==> src/rtl/clkmon_multi.sv <==
// Multi-channel clock monitor: counts synchronised rising edges of each monitored clock
// over a window of ref_clk cycles, then filters loss/frequency status with hysteresis.
module clkmon_multi #(
  parameter int NUM_CH      = 4,
  parameter int CNT_W       = 12,
  parameter int WIN_LEN     = 1024,
  parameter int SYNC_STAGES = 2,
  parameter int LOSS_WIN    = 2,
  parameter int GOOD_WIN    = 3
) (
  input  logic                    ref_clk,
  input  logic                    rst,
  input  logic                    det_en,
  input  logic [NUM_CH-1:0]       clk_to_det,
  input  logic [NUM_CH*CNT_W-1:0] lo_thr,
  input  logic [NUM_CH*CNT_W-1:0] hi_thr,
  input  logic [NUM_CH-1:0]       sticky_clr,
  output logic [NUM_CH-1:0]       clk_loss,
  output logic [NUM_CH-1:0]       freq_err,
  output logic [NUM_CH-1:0]       sticky_loss,
  output logic [NUM_CH*CNT_W-1:0] meas_cnt,
  output logic                    meas_vld
);

  // state | meaning
  // IDLE  | detection off, edge counters held at 0
  // ARM   | SYNC_STAGES+1 cycles flushing stale synchroniser content
  // RUN   | window counter running, edges counted
  localparam int WIN_W   = (WIN_LEN > 1) ? $clog2(WIN_LEN) : 1;
  localparam int ARM_W   = $clog2(SYNC_STAGES + 1);
  localparam int HYS_MAX = (LOSS_WIN > GOOD_WIN) ? LOSS_WIN : GOOD_WIN;
  localparam int HYS_W   = $clog2(HYS_MAX + 1);
  localparam int HYS_W1  = HYS_W + 1;
  localparam logic [WIN_W-1:0] WIN_LAST = WIN_W'(WIN_LEN - 1);
  localparam logic [ARM_W-1:0] ARM_LAST = ARM_W'(SYNC_STAGES);
  localparam logic [HYS_W:0]   LOSS_LIM = HYS_W1'(LOSS_WIN);
  localparam logic [HYS_W:0]   GOOD_LIM = HYS_W1'(GOOD_WIN);

  typedef enum logic [1:0] {IDLE = 2'd0, ARM = 2'd1, RUN = 2'd2} state_t;

  typedef struct packed {
    logic             st;
    logic [HYS_W-1:0] fc;
    logic [HYS_W-1:0] pc;
  } hyst_t;

  localparam hyst_t HYST_RST = hyst_t'({1'b1, {(2*HYS_W){1'b0}}});

  // Saturating fail/pass counters; a status only flips once its run length is reached.
  function automatic hyst_t hyst_step(input hyst_t h, input logic fail);
    hyst_t          n;
    logic [HYS_W:0] inc;
    n = h;
    if (fail) begin
      inc  = {1'b0, h.fc} + 1'b1;
      n.pc = '0;
      if (inc >= LOSS_LIM) begin
        n.fc = HYS_W'(LOSS_WIN);
        n.st = 1'b1;
      end else begin
        n.fc = inc[HYS_W-1:0];
      end
    end else begin
      inc  = {1'b0, h.pc} + 1'b1;
      n.fc = '0;
      if (inc >= GOOD_LIM) begin
        n.pc = HYS_W'(GOOD_WIN);
        n.st = 1'b0;
      end else begin
        n.pc = inc[HYS_W-1:0];
      end
    end
    return n;
  endfunction

  state_t           state;
  logic [WIN_W-1:0] win_cnt;
  logic [ARM_W-1:0] arm_cnt;
  logic             close_q;
  logic             win_close;

  assign win_close = (state == RUN) && det_en && (win_cnt == WIN_LAST);

  always_ff @(posedge ref_clk or posedge rst) begin
    if (rst) begin
      state    <= IDLE;
      win_cnt  <= '0;
      arm_cnt  <= '0;
      close_q  <= 1'b0;
      meas_vld <= 1'b0;
    end else begin
      meas_vld <= close_q;
      close_q  <= 1'b0;
      case (state)
        IDLE: begin
          if (det_en) begin
            state   <= ARM;
            arm_cnt <= '0;
          end
        end
        ARM: begin
          if (!det_en) begin
            state <= IDLE;
          end else if (arm_cnt == ARM_LAST) begin
            state   <= RUN;
            win_cnt <= '0;
          end else begin
            arm_cnt <= arm_cnt + 1'b1;
          end
        end
        RUN: begin
          if (!det_en) begin
            state <= IDLE;
          end else if (win_cnt == WIN_LAST) begin
            win_cnt <= '0;
            close_q <= 1'b1;
          end else begin
            win_cnt <= win_cnt + 1'b1;
          end
        end
        default: state <= IDLE;
      endcase
    end
  end

  for (genvar i = 0; i < NUM_CH; i++) begin : g_ch
    logic [SYNC_STAGES-1:0] sync_q;
    logic                   hist_q;
    logic                   edge_det;
    logic [CNT_W-1:0]       edge_cnt;
    logic [CNT_W-1:0]       meas_q;
    logic [CNT_W-1:0]       lo;
    logic [CNT_W-1:0]       hi;
    logic [CNT_W:0]         cnt_sum;
    logic [CNT_W-1:0]       cnt_sat;
    logic                   loss_win;
    logic                   bad_win;
    hyst_t                  loss_h;
    hyst_t                  freq_h;
    hyst_t                  loss_n;
    hyst_t                  freq_n;
    logic                   sticky_q;

    assign lo       = lo_thr[i*CNT_W +: CNT_W];
    assign hi       = hi_thr[i*CNT_W +: CNT_W];
    assign edge_det = sync_q[SYNC_STAGES-1] & ~hist_q;
    assign cnt_sum  = {1'b0, edge_cnt} + {{CNT_W{1'b0}}, edge_det};
    assign cnt_sat  = cnt_sum[CNT_W] ? '1 : cnt_sum[CNT_W-1:0];
    assign loss_win = (meas_q == '0);
    assign bad_win  = (meas_q < lo) || (meas_q > hi);
    assign loss_n   = hyst_step(loss_h, loss_win);
    assign freq_n   = hyst_step(freq_h, bad_win);

    always_ff @(posedge ref_clk or posedge rst) begin
      if (rst) begin
        sync_q <= '0;
        hist_q <= 1'b0;
      end else begin
        sync_q <= {sync_q[SYNC_STAGES-2:0], clk_to_det[i]};
        hist_q <= sync_q[SYNC_STAGES-1];
      end
    end

    // The edge seen in the closing cycle still belongs to the closing window.
    always_ff @(posedge ref_clk or posedge rst) begin
      if (rst) begin
        edge_cnt <= '0;
        meas_q   <= '0;
      end else if (state != RUN || !det_en) begin
        edge_cnt <= '0;
      end else if (win_close) begin
        meas_q   <= cnt_sat;
        edge_cnt <= '0;
      end else begin
        edge_cnt <= cnt_sat;
      end
    end

    always_ff @(posedge ref_clk or posedge rst) begin
      if (rst) begin
        loss_h   <= HYST_RST;
        freq_h   <= HYST_RST;
        sticky_q <= 1'b0;
      end else begin
        if (close_q) begin
          loss_h <= loss_n;
          freq_h <= freq_n;
        end
        sticky_q <= (sticky_q & ~sticky_clr[i]) | (close_q & loss_n.st & ~loss_h.st);
      end
    end

    assign clk_loss[i]                 = loss_h.st;
    assign freq_err[i]                 = freq_h.st;
    assign sticky_loss[i]              = sticky_q;
    assign meas_cnt[i*CNT_W +: CNT_W] = meas_q;
  end

endmodule
==> config.mk <==
export PLATFORM = sky130hd
export DESIGN_NAME = clkmon_multi
export DESIGN_NICKNAME = d
export VERILOG_FILES = /design/src/rtl/clkmon_multi.sv
export SDC_FILE = /design/constraint.sdc
export NUM_CORES = 1
export LEC_CHECK = 0
export ABC_AREA = 1
export BUFFER_PORTS_ARGS = -buffer_cell sky130_fd_sc_hd__buf_2
export CAP_MARGIN = 10
export CORE_MARGIN = 5
export CORE_UTILIZATION = 45
export DETAILED_ROUTE_END_ITERATION = 10
export PLACE_DENSITY_LB_ADDON = 0.08
export SLEW_MARGIN = 15
export SYNTH_ARGS = -nofsm -noshare
export SYNTH_HDL_FRONTEND = slang
export SYNTH_SLANG_ARGS = --single-unit
==> constraint.sdc <==
create_clock -name ref_clk -period 7.7 [get_ports ref_clk]
set_clock_uncertainty 0.1 [all_clocks]
set_input_delay 0.385 -clock ref_clk [delete_from_list [all_inputs] [get_ports ref_clk]]
set_output_delay 0.385 -clock ref_clk [all_outputs]
set_load 0.03 [all_outputs]
# == Word level (Yosys, flattened, before mapping) ==
# Cells that the tools add are included.
# op_classes
reduce_logical,27
bitwise_logic,33
muxes,69
n_eq_ne,16
add_sub_neg,22
n_lt_le_gt_ge,24
# ops
operator,n
2-to-1 mux 12 bit,12
adder 12 x 1 -> 13 bit,4
"adder 2 x 1 -> 3 bit, second input constant",16
"greater-or-equal comparator 3 x 2 -> 1 bit, second input constant",16
greater-than comparator 12 bit,4
logical NOT 12 bit,4
less-than comparator 12 bit,4
2-to-1 mux 2 bit,23
2-to-1 mux 10 bit,4
2-to-1 mux 5 bit,8
one-hot mux 10 bit (2 select lines),1
2-to-1 mux 1 bit,19
bitwise AND 1 bit,16
AND reduction 3 bit,5
"!= test 2 bit, second input constant",7
inverter 1 bit,13
nonzero test 2 bit,6
"adder 10 x 1 -> 10 bit, second input constant",1
"== test 10 bit, second input constant",1
"!= test 2 x 1 -> 1 bit, second input constant",4
AND reduction 4 bit,2
one-hot mux 2 bit (3 select lines),1
logical OR 1 bit,5
"== test 2 bit, second input constant",2
9 further kinds,13
# totals
in_bits,107
ff_bits,168
out_inout_bits,61

# == Longest topological paths before layout ==
# Gate-level depths: netlist (run 1).
# depth
ltp_word,7
ltp_mapped,15
ltp_nobuf,15

# == Worst setup path before layout (run 1) ==
# Ideal clock, no wire load.
# synth_path
path_type,reg-to-reg
from,register g_ch[3].hist_q
to,register g_ch[3].meas_q[1]
path_stages_with_launch,13
period_less_slack_ns,1.932
required_ns,7.524
arrival_ns,1.755
n_path_buf,0
slack_ns,5.768
cell_sequence,dfrtp_1 -> nor2_1 -> ha_1 -> ha_1 -> nand3_1 -> nor2_1 -> nand2_1 -> nor3_1 -> nand2_1 -> inv_1 -> or2_2 -> inv_1 -> o21ai_1
# synth_via
elab_chain_len,4
# synth_lines
element,line,rtl
"start, declared",128,logic hist_q;
"start signal, assigned",160,hist_q <= sync_q[SYNC_STAGES-1];
inverter 1 bit,146,assign edge_det = sync_q[SYNC_STAGES-1] & ~hist_q;
bitwise AND 1 bit,146,
adder 12 x 1 -> 13 bit,147,"assign cnt_sum = {1'b0, edge_cnt} + {{CNT_W{1'b0}}, edge_det};"
2-to-1 mux 12 bit,148,assign cnt_sat = cnt_sum[CNT_W] ? '1 : cnt_sum[CNT_W-1:0];
"end signal, assigned",172,meas_q <= cnt_sat;
"end, declared",131,logic [CNT_W-1:0] meas_q;
# Every way passes these cells.
# A chain may end at the register's enable or synchronous reset.

# == Worst setup path after layout (run 1) ==
# layout_path
from,register win_cnt[0]
to,register win_cnt[0]
# layout_via
elab_chain_len,4
# layout_lines
element,line,rtl
"start, declared",77,logic [WIN_W-1:0] win_cnt;
"start signal, assigned",118,win_cnt <= win_cnt + 1'b1;
adder 10 x 1 -> 10 bit or == test 10 bit (tied branches),"118, 114",
2-to-1 mux 10 bit (*),114,end else if (win_cnt == WIN_LAST) begin
2-to-1 mux 10 bit (*),112,if (!det_en) begin
one-hot mux 10 bit (2 select lines) (*),94,case (state)
# Mark *: on every way between the ends. The rest lies on a longest branch, timed or not. The select of a mux whose other input is x is not followed.

==> results of run 1 <==
stage by stage:
stage                     setup WS (ns)  std cells
after floorplan                    2.68       1258
after global placement             4.90       1676
after detailed placement           4.81       1676
after CTS                          4.79       1712
after global routing               4.57       1712
final                              4.84       1712
cell usage in the layout (no fill, tap or decap), types with 5 or more instances in the layout:
cell       synthesis  layout
nand3_1           39      39
nand2_1          286     285
nor4_1             9       9
a21oi_1           63      63
clkbuf_16          0      17
o21ai_0           88      88
dfrtp_1          160     160
ha_1             102     102
o22ai_1            9       9
inv_1            232     231
clkbuf_1           5       5
nand4_1           21      21
xor2_1            13      13
nor3_1            13      13
dfstp_2            8       8
buf_2             12     167
or2_2             10      10
nor2_1           122     122
o21ai_1            9       9
synth_stat cells, drive strengths merged:
| master | instances | area [um^2] |
|---|---|---|
| nand2 | 288 | 1090 |
| inv | 236 | 886 |
| dfrtp | 160 | 4000 |
| nor2 | 126 | 497 |
| ha | 102 | 1280 |
| o21ai | 101 | 520 |
| a21oi | 63 | 315 |
| nand3 | 39 | 195 |
| buf | 27 | 176 |
| nand4 | 21 | 131 |
| nor3 | 13 | 65.1 |
| xor2 | 13 | 114 |
| or2 | 10 | 62.6 |
| nor4 | 9 | 56.3 |
| o22ai | 9 | 56.3 |
| dfstp | 8 | 210 |
| clkbuf | 5 | 18.8 |
| a21o | 4 | 30.0 |
| nand3b | 4 | 30.0 |
| o31ai | 4 | 30.0 |
| xnor2 | 4 | 35.0 |
| a22o | 3 | 26.3 |
| a31oi | 3 | 18.8 |
| nor3b | 2 | 25.0 |
| and3 | 1 | 6.26 |
| clkinv | 1 | 3.75 |
| o21a | 1 | 7.51 |
| o221ai | 1 | 8.76 |
worst max-delay path by stage:
stage	from	endpoint	slack, ns
2_1_floorplan	rst	arm_cnt[0]$_DFFE_PP0P_	2.68
3_3_place_gp	win_cnt[0]$_DFFE_PP0P_	win_cnt[5]$_DFFE_PP0P_	4.90
3_5_place_dp	win_cnt[0]$_DFFE_PP0P_	win_cnt[0]$_DFFE_PP0P_	4.81
4_1_cts	win_cnt[0]$_DFFE_PP0P_	win_cnt[0]$_DFFE_PP0P_	4.79
5_1_grt	win_cnt[0]$_DFFE_PP0P_	win_cnt[0]$_DFFE_PP0P_	4.57
6_report	win_cnt[0]$_DFFE_PP0P_	win_cnt[0]$_DFFE_PP0P_	4.84
power by group:
group,switching [mW],total [mW],internal (mW)
Clock,0.339,0.876,0.537
Sequential,0.0234,0.934,0.910
Combinational,0.0866,0.147,0.0604
Total,0.449,1.96,1.51
state kept, by name (all words and copies together), names as in the netlist:
register / count
g_ch.edge_cnt: 48
g_ch.meas_q: 48
g_ch.freq_h: 16
g_ch.loss_h: 16
win_cnt: 10
g_ch.sync_q: 8
clk_loss: 4
freq_err: 4
g_ch.hist_q: 4
g_ch.sticky_q: 4
arm_cnt: 2
state: 2
close_q: 1
meas_vld: 1
cell type report:
class	count	share of cell area (%)
clock buffer	25	4.20
clock inverter	7	1.01
inverter	237	7.74
multi-input combinational	821	39.8
sequential	168	36.5
tap	280	3.03
timing repair buffer	174	7.77
layer usage:
metal | wire, um | track usage (%)
met5 | 0 | 0
met2 | 10500 | 31.1
met4 | 224 | 4.71
met1 | 10800 | 24.9
met3 | 973 | 3.21
cell families after synthesis:
logic type | Yosys count
compound gates | 189
simple gates | 513
xor+xnor | 17
flops | 168
fa+ha+maj | 102
buf+inv | 269
worst reg2reg max path: cells and delay by family (launching register included):
| family | cells | cell delay (ns) |
|---|---|---|
| simple gates | 7 | 1.51 |
| flops | 1 | 0.44 |
| buf+inv | 1 | 0.39 |
| fa+ha+maj | 1 | 0.24 |
| compound gates | 1 | 0.06 |
what timing repair did:
item                                   4_1_cts  5_1_grt
hold buffers                                 4        0
buffers inserted                             0        0
endpoints found under the hold margin        4        0
==> results by group, run 1 <==
GRT
  – Largest net degree at the start of global routing: 115
  – Vias in the first global route: 7925
  – Initial antenna violation count: 0
  – Global-route wire length before repair: around 38000 um
  – Total track usage: 18.5%
  – Grt ovf: 0

Setup path
  – R2r startpoint: win_cnt[0]$_DFFE_PP0P_
  – Stages on the worst setup path: 10
  – Endpoint class of the critical path: register
  – CP startpoint kind: register
  – Slowest CP cell: nand2_2
  – Cells along the critical path: ha_1, nand2_2, nor2_2, nand4_1, nor2_2, nand2_2, nand2_2, inv_1, nor2_1, a21oi_1
  – Critical Path Most Common Cell: nand2_2
  – Setup slack, reg-to-reg: just under 5 ns
  – CP Max Fanout: 47
  – Worst path top cell family by delay: simple AND/OR/NAND/NOR gates
  – Worst Path Required: a little under 8 ns
  – CP arrival: about 3.1 ns
  – CP bufs+invs: 1
  – CP Class: register to register
  – Worst r2r path cells: 10
  – CP max stage delay: ~0.74 ns
  – Worst R2R End: win_cnt[0]$_DFFE_PP0P_

Clock network
  – Htree depth: 4
  – Root Buffer: clkbuf_16
  – TritonCTS Buffers: 17
  – CTS tree: built
  – CTS sink count: 168
  – Clock tree buffer depth: 2
  – Reg clk slew, reported paths: around 0.06 ns
  – CTS resizes: 0
  – Clock Latency Late Sink: roughly 0.43 ns

Yosys
  – Syn. warnings: 0
  – Mux contribution to synthesized area: 0%
  – Post-synthesis compound-gate area fraction: between 10% and 20%
  – Syn Nets: ~1500
  – Mapped Area: between 0.009 and 0.01 mm^2
  – Synth Register Bits: about 170
  – Syn_area_per_cell: 7.86 um^2
  – Combinational family with the most area after synthesis: simple AND/OR/NAND/NOR gates
  – Synth Area in XOR/XNOR: 1.51%
  – Adder-cell area share of the yosys netlist: 12.9%
  – Synth Area in Simple Gates: about 22%
  – Post-synth cell types: 37
  – Post-Synthesis Cells: between 1000 and 1500
  – Share of the yosys chip area belonging to registers: between 40 and 50%

Finish
  – Fill cells: 2131
  – Area delta synth->final: 16.8%
  – Register Area: roughly 0.0042 mm^2
  – Multi-input logic area: roughly 0.0046 mm^2
  – Fin util: a little over half
  – Layout cells sized above 1: 16.3%
  – Design area: ~0.012 mm^2
  – N_diodes: 0
  – Final net count: 1628

STA
  – Max Clock Freq: 349 MHz
  – Crit path time final: 2.86 ns
  – Worst slew margin: 31.4%
  – Worst Max-Slew Pin Slew: roughly 1.0 ns
  – Hold slack: 0.0337 ns
  – RSZ-0062 raised after global routing: no
  – Setup Viol. Count Final: 0
  – Final period util: about 37%
  – Setup TNS: 0 ns
  – Max-slew violations: 0
  – Final hold violations: 0

Route
  – Routed Antenna Nets: 0
  – Initial DRC Count: between 400 and 500
  – Via/cell ratio: between 4 and 5
  – DRT Wirelength: between 20000 and 25000 um
  – Average wire per standard cell: approximately 13 um
  – Via Count: slightly above 8000
  – 1st-pass router iterations: 5
  – DRC errors left: 0

Die
  – Core area: roughly 0.022 mm^2
  – Die ar.: 0.0250 mm^2
  – Num rows: 54
  – I/O pins: around 170
  – Die width: 158 um
  – Die H: roughly 160 um
  – Initial core utilization: between 40% and 50%

Place
  – DP Area: 0.0109 mm^2
  – Post-DP HPWL: around 17000 um
  – Port bufs: roughly 170
  – Gpl congestion: ~0.8

Hold path
  – Worst Hold Launch: sticky_clr[0]
  – HP Class: primary input to register
  – WHS Path Cells: 2
  – Hold endpoint: g_ch[0].sticky_q$_DFF_PP0_

Power
  – P_leak: about 6.7 nW
  – Total Power Consumption: between 1.5 and 2 mW
  – PwrDens: roughly 170 mW/mm^2
  – Worst vdd rail ir drop: ~0.00014 V

Run
  – Max_cap viols: 0

Run status
  – Status: finished clean
Note: power is estimated with default switching activity, not from simulation.
==> inputs of run 2 (changes only) <==
- clock period: 7.7 -> 2.6 ns (I/O delays scaled with it)
==> results by group, run 2 (synthesis gave the netlist of run 1 again) <==
Run status
  – Status: finished clean (unchanged)

STA
  – Setup Viol. Count Final: 0 (unchanged)
  – Max Clock Freq: 443 MHz (was 349 MHz)
  – Final period util: 86.8% (was 37.2%)
  – Max-slew violations: 0 (unchanged)
  – Crit path time final: 2.26 ns (was 2.86 ns)
  – Worst Max-Slew Pin Slew: 0.594 ns (was 1.03 ns)
  – Post-route worst setup slack: 0.344 ns (was 4.84 ns)
  – Worst slew margin: 60.3% (was 31.4%)
  – Final hold violations: 0 (unchanged)
  – Hold slack: 0.205 ns (was 0.0337 ns)
  – RSZ-0062 raised after global routing: no (unchanged)
  – Setup TNS: 0 ns (unchanged)

Die
  – Initial core utilization: 45.5% (unchanged)
  – I/O pins: 168 (unchanged)
  – Num rows: 54 (unchanged)
  – Die ar.: 0.0250 mm^2 (unchanged)
  – Core area: 0.0218 mm^2 (unchanged)
  – Die width: 158 um (unchanged)
  – Die H: 158 um (unchanged)

GRT
  – Global-route wire length before repair: 38000 um (was 37600 um)
  – Vias in the first global route: 7996 (was 7925)
  – Grt ovf: 0 (unchanged)
  – Total track usage: 18.7% (was 18.5%)
  – Largest net degree at the start of global routing: 94 (was 115)
  – Initial antenna violation count: 0 (unchanged)

Finish
  – Layout cells sized above 1: 16.8% (was 16.3%)
  – Area delta synth->final: 18.5% (was 16.8%)
  – Final Non-Filler Cells: 1722 (was 1712)
  – Top Registers: g_ch.edge_cnt (48), g_ch.meas_q (48) (unchanged)
  – Final net count: 1639 (was 1628)
  – Multi-input logic area: 0.00460 mm^2 (unchanged)
  – N_diodes: 0 (unchanged)
  – Register Area: 0.00421 mm^2 (unchanged)
  – Most common cell after layout, fill and taps aside: nand2_1 (unchanged)
  – Fill cells: 2051 (was 2131)
  – Most frequent cells in the layout: 285 x nand2_1, 231 x inv_1, 167 x buf_2 (unchanged)

Power
  – Worst vdd rail ir drop: 0.000367 V (was 0.000145 V)
  – P_leak: 6.72 nW (was 6.65 nW)
  – PwrDens: 506 mW/mm^2 (was 169 mW/mm^2)

Route
  – DRC errors left: 0 (unchanged)
  – 1st-pass router iterations: 4 (was 5)
  – DRT Wirelength: 22400 um (was 22500 um)
  – Initial DRC Count: 394 (was 436)
  – Average wire per standard cell: 13.0 um (was 13.1 um)
  – Via Count: 8247 (was 8183)
  – Via/cell ratio: 4.79 (was 4.78)
  – Routed Antenna Nets: 0 (unchanged)

Setup path
  – Critical Path Most Common Cell: inv_1 (was nand2_2)
  – CP startpoint kind: register (unchanged)
  – Worst Path Required: 2.85 ns (was 7.89 ns)
  – Cells along the critical path: inv_1, nor2_1, ha_1, ha_1, nand2_1, inv_1, nand3_1, nor2_1, nand2_1, nor2_2, inv_1, o21ai_0, inv_1, o21ai_0 (was ha_1, nand2_2, nor2_2, nand4_1, nor2_2, nand2_2, nand2_2, inv_1, nor2_1, a21oi_1)
  – Slowest CP cell: dfrtp_1 (was nand2_2)
  – Endpoint class of the critical path: register (unchanged)
  – CP max stage delay: 0.35 ns (was 0.74 ns)
  – CP Class: register to register (unchanged)
  – CP Max Fanout: 10 (was 47)
  – CP arrival: 2.50 ns (was 3.06 ns)

Clock network
  – Htree depth: 4 (unchanged)
  – Clock tree buffer depth: 2 (unchanged)
  – Root Buffer: clkbuf_16 (unchanged)
  – CTS tree: built (unchanged)
  – CTS sink count: 168 (unchanged)
  – Reg clk slew, reported paths: 0.06 ns (about the same)
  – TritonCTS Buffers: 17 (unchanged)
  – Post-CTS Setup Bufs: 0 (unchanged)
  – Clock Latency Late Sink: 0.43 ns (about the same)

Hold path
  – HP Class: primary input to async pin (was primary input to register)

Place
  – DP Worst Slack: 0.395 ns (was 4.81 ns)
  – Post-DP HPWL: 17000 um (was 16800 um)
  – Port bufs: 167 (unchanged)
  – Placed cell count: 1681 (was 1676)
  – Gpl congestion: 0.828 (was 0.798)

Run
  – Max_cap viols: 0 (unchanged)
[run 2: per-layer routing]
layer / vias up / GRT usage, % / share of wire, %
met2: 169 / 28.8 / 44
met3: 33 / 3.42 / 4.8
met4: 0 / 6.21 / 1.9
met5: - / 0 / 0
li1: 4334 / - / -
met1: 3711 / 26.8 / 49
[run 2: what timing repair did]
action / 4_1_cts / 5_1_grt
gates resized for setup: 0 / 0
hold buffers: 10 / 0
endpoints found under the hold margin: 28 / 0
[run 2: area by class of cell]
class                   instances  share of cell area, %
flip-flops and latches        168                   35.9
multi-input cells             821                   39.2
clock inverters                11                   1.45
well taps                     280                   2.99
inverters                     237                   7.62
clock buffers                  20                   3.98
repair buffers                185                   8.82
[run 2: final timing paths]
kind	end	startpoint	cells past startpoint	slack [ns]
max	g_ch[0].meas_q[2]$_DFFE_PP0P_	g_ch[0].sync_q[1]$_DFF_PP0_	14	0.34
max in group asynchronous	freq_err[1]$_DFFE_PP1P_	rst	4	1.36
max reg2reg	g_ch[0].meas_q[2]$_DFFE_PP0P_	g_ch[0].sync_q[1]$_DFF_PP0_	14	0.34
min	g_ch[2].edge_cnt[3]$_DFF_PP0_	rst	3	0.21
min reg2reg	g_ch[0].sync_q[1]$_DFF_PP0_	g_ch[0].sync_q[0]$_DFF_PP0_	0	0.25
min in group ref_clk	g_ch[3].freq_h[1]$_DFFE_PP0P_	hi_thr[36]	6	0.24
[run 2: per-stage QoR]
step | util [%] | instance area (um^2) | power (mW)
2_1_floorplan | - | 9900 | 3.09
3_3_place_gp | 50.5 | 11000 | 3.25
3_5_place_dp | 50.5 | 11000 | 3.26
4_1_cts | 53.9 | 11700 | 5.99
5_1_grt | 53.9 | 11700 | 6.20
6_report | 53.9 | 11700 | 5.93
[run 2: worst max-delay path, delay by kind of cell, from the launching register on]
family | cells | cell delay [ns]
fa+ha+maj | 2 | 0.32
flops | 1 | 0.35
buf+inv | 4 | 0.35
simple gates | 6 | 0.83
compound gates | 2 | 0.24
[run 2: where the power goes]
group	switching, mW	internal [mW]
sequential	0.0671	2.70
clock	1.03	1.68
combinational	0.259	0.193
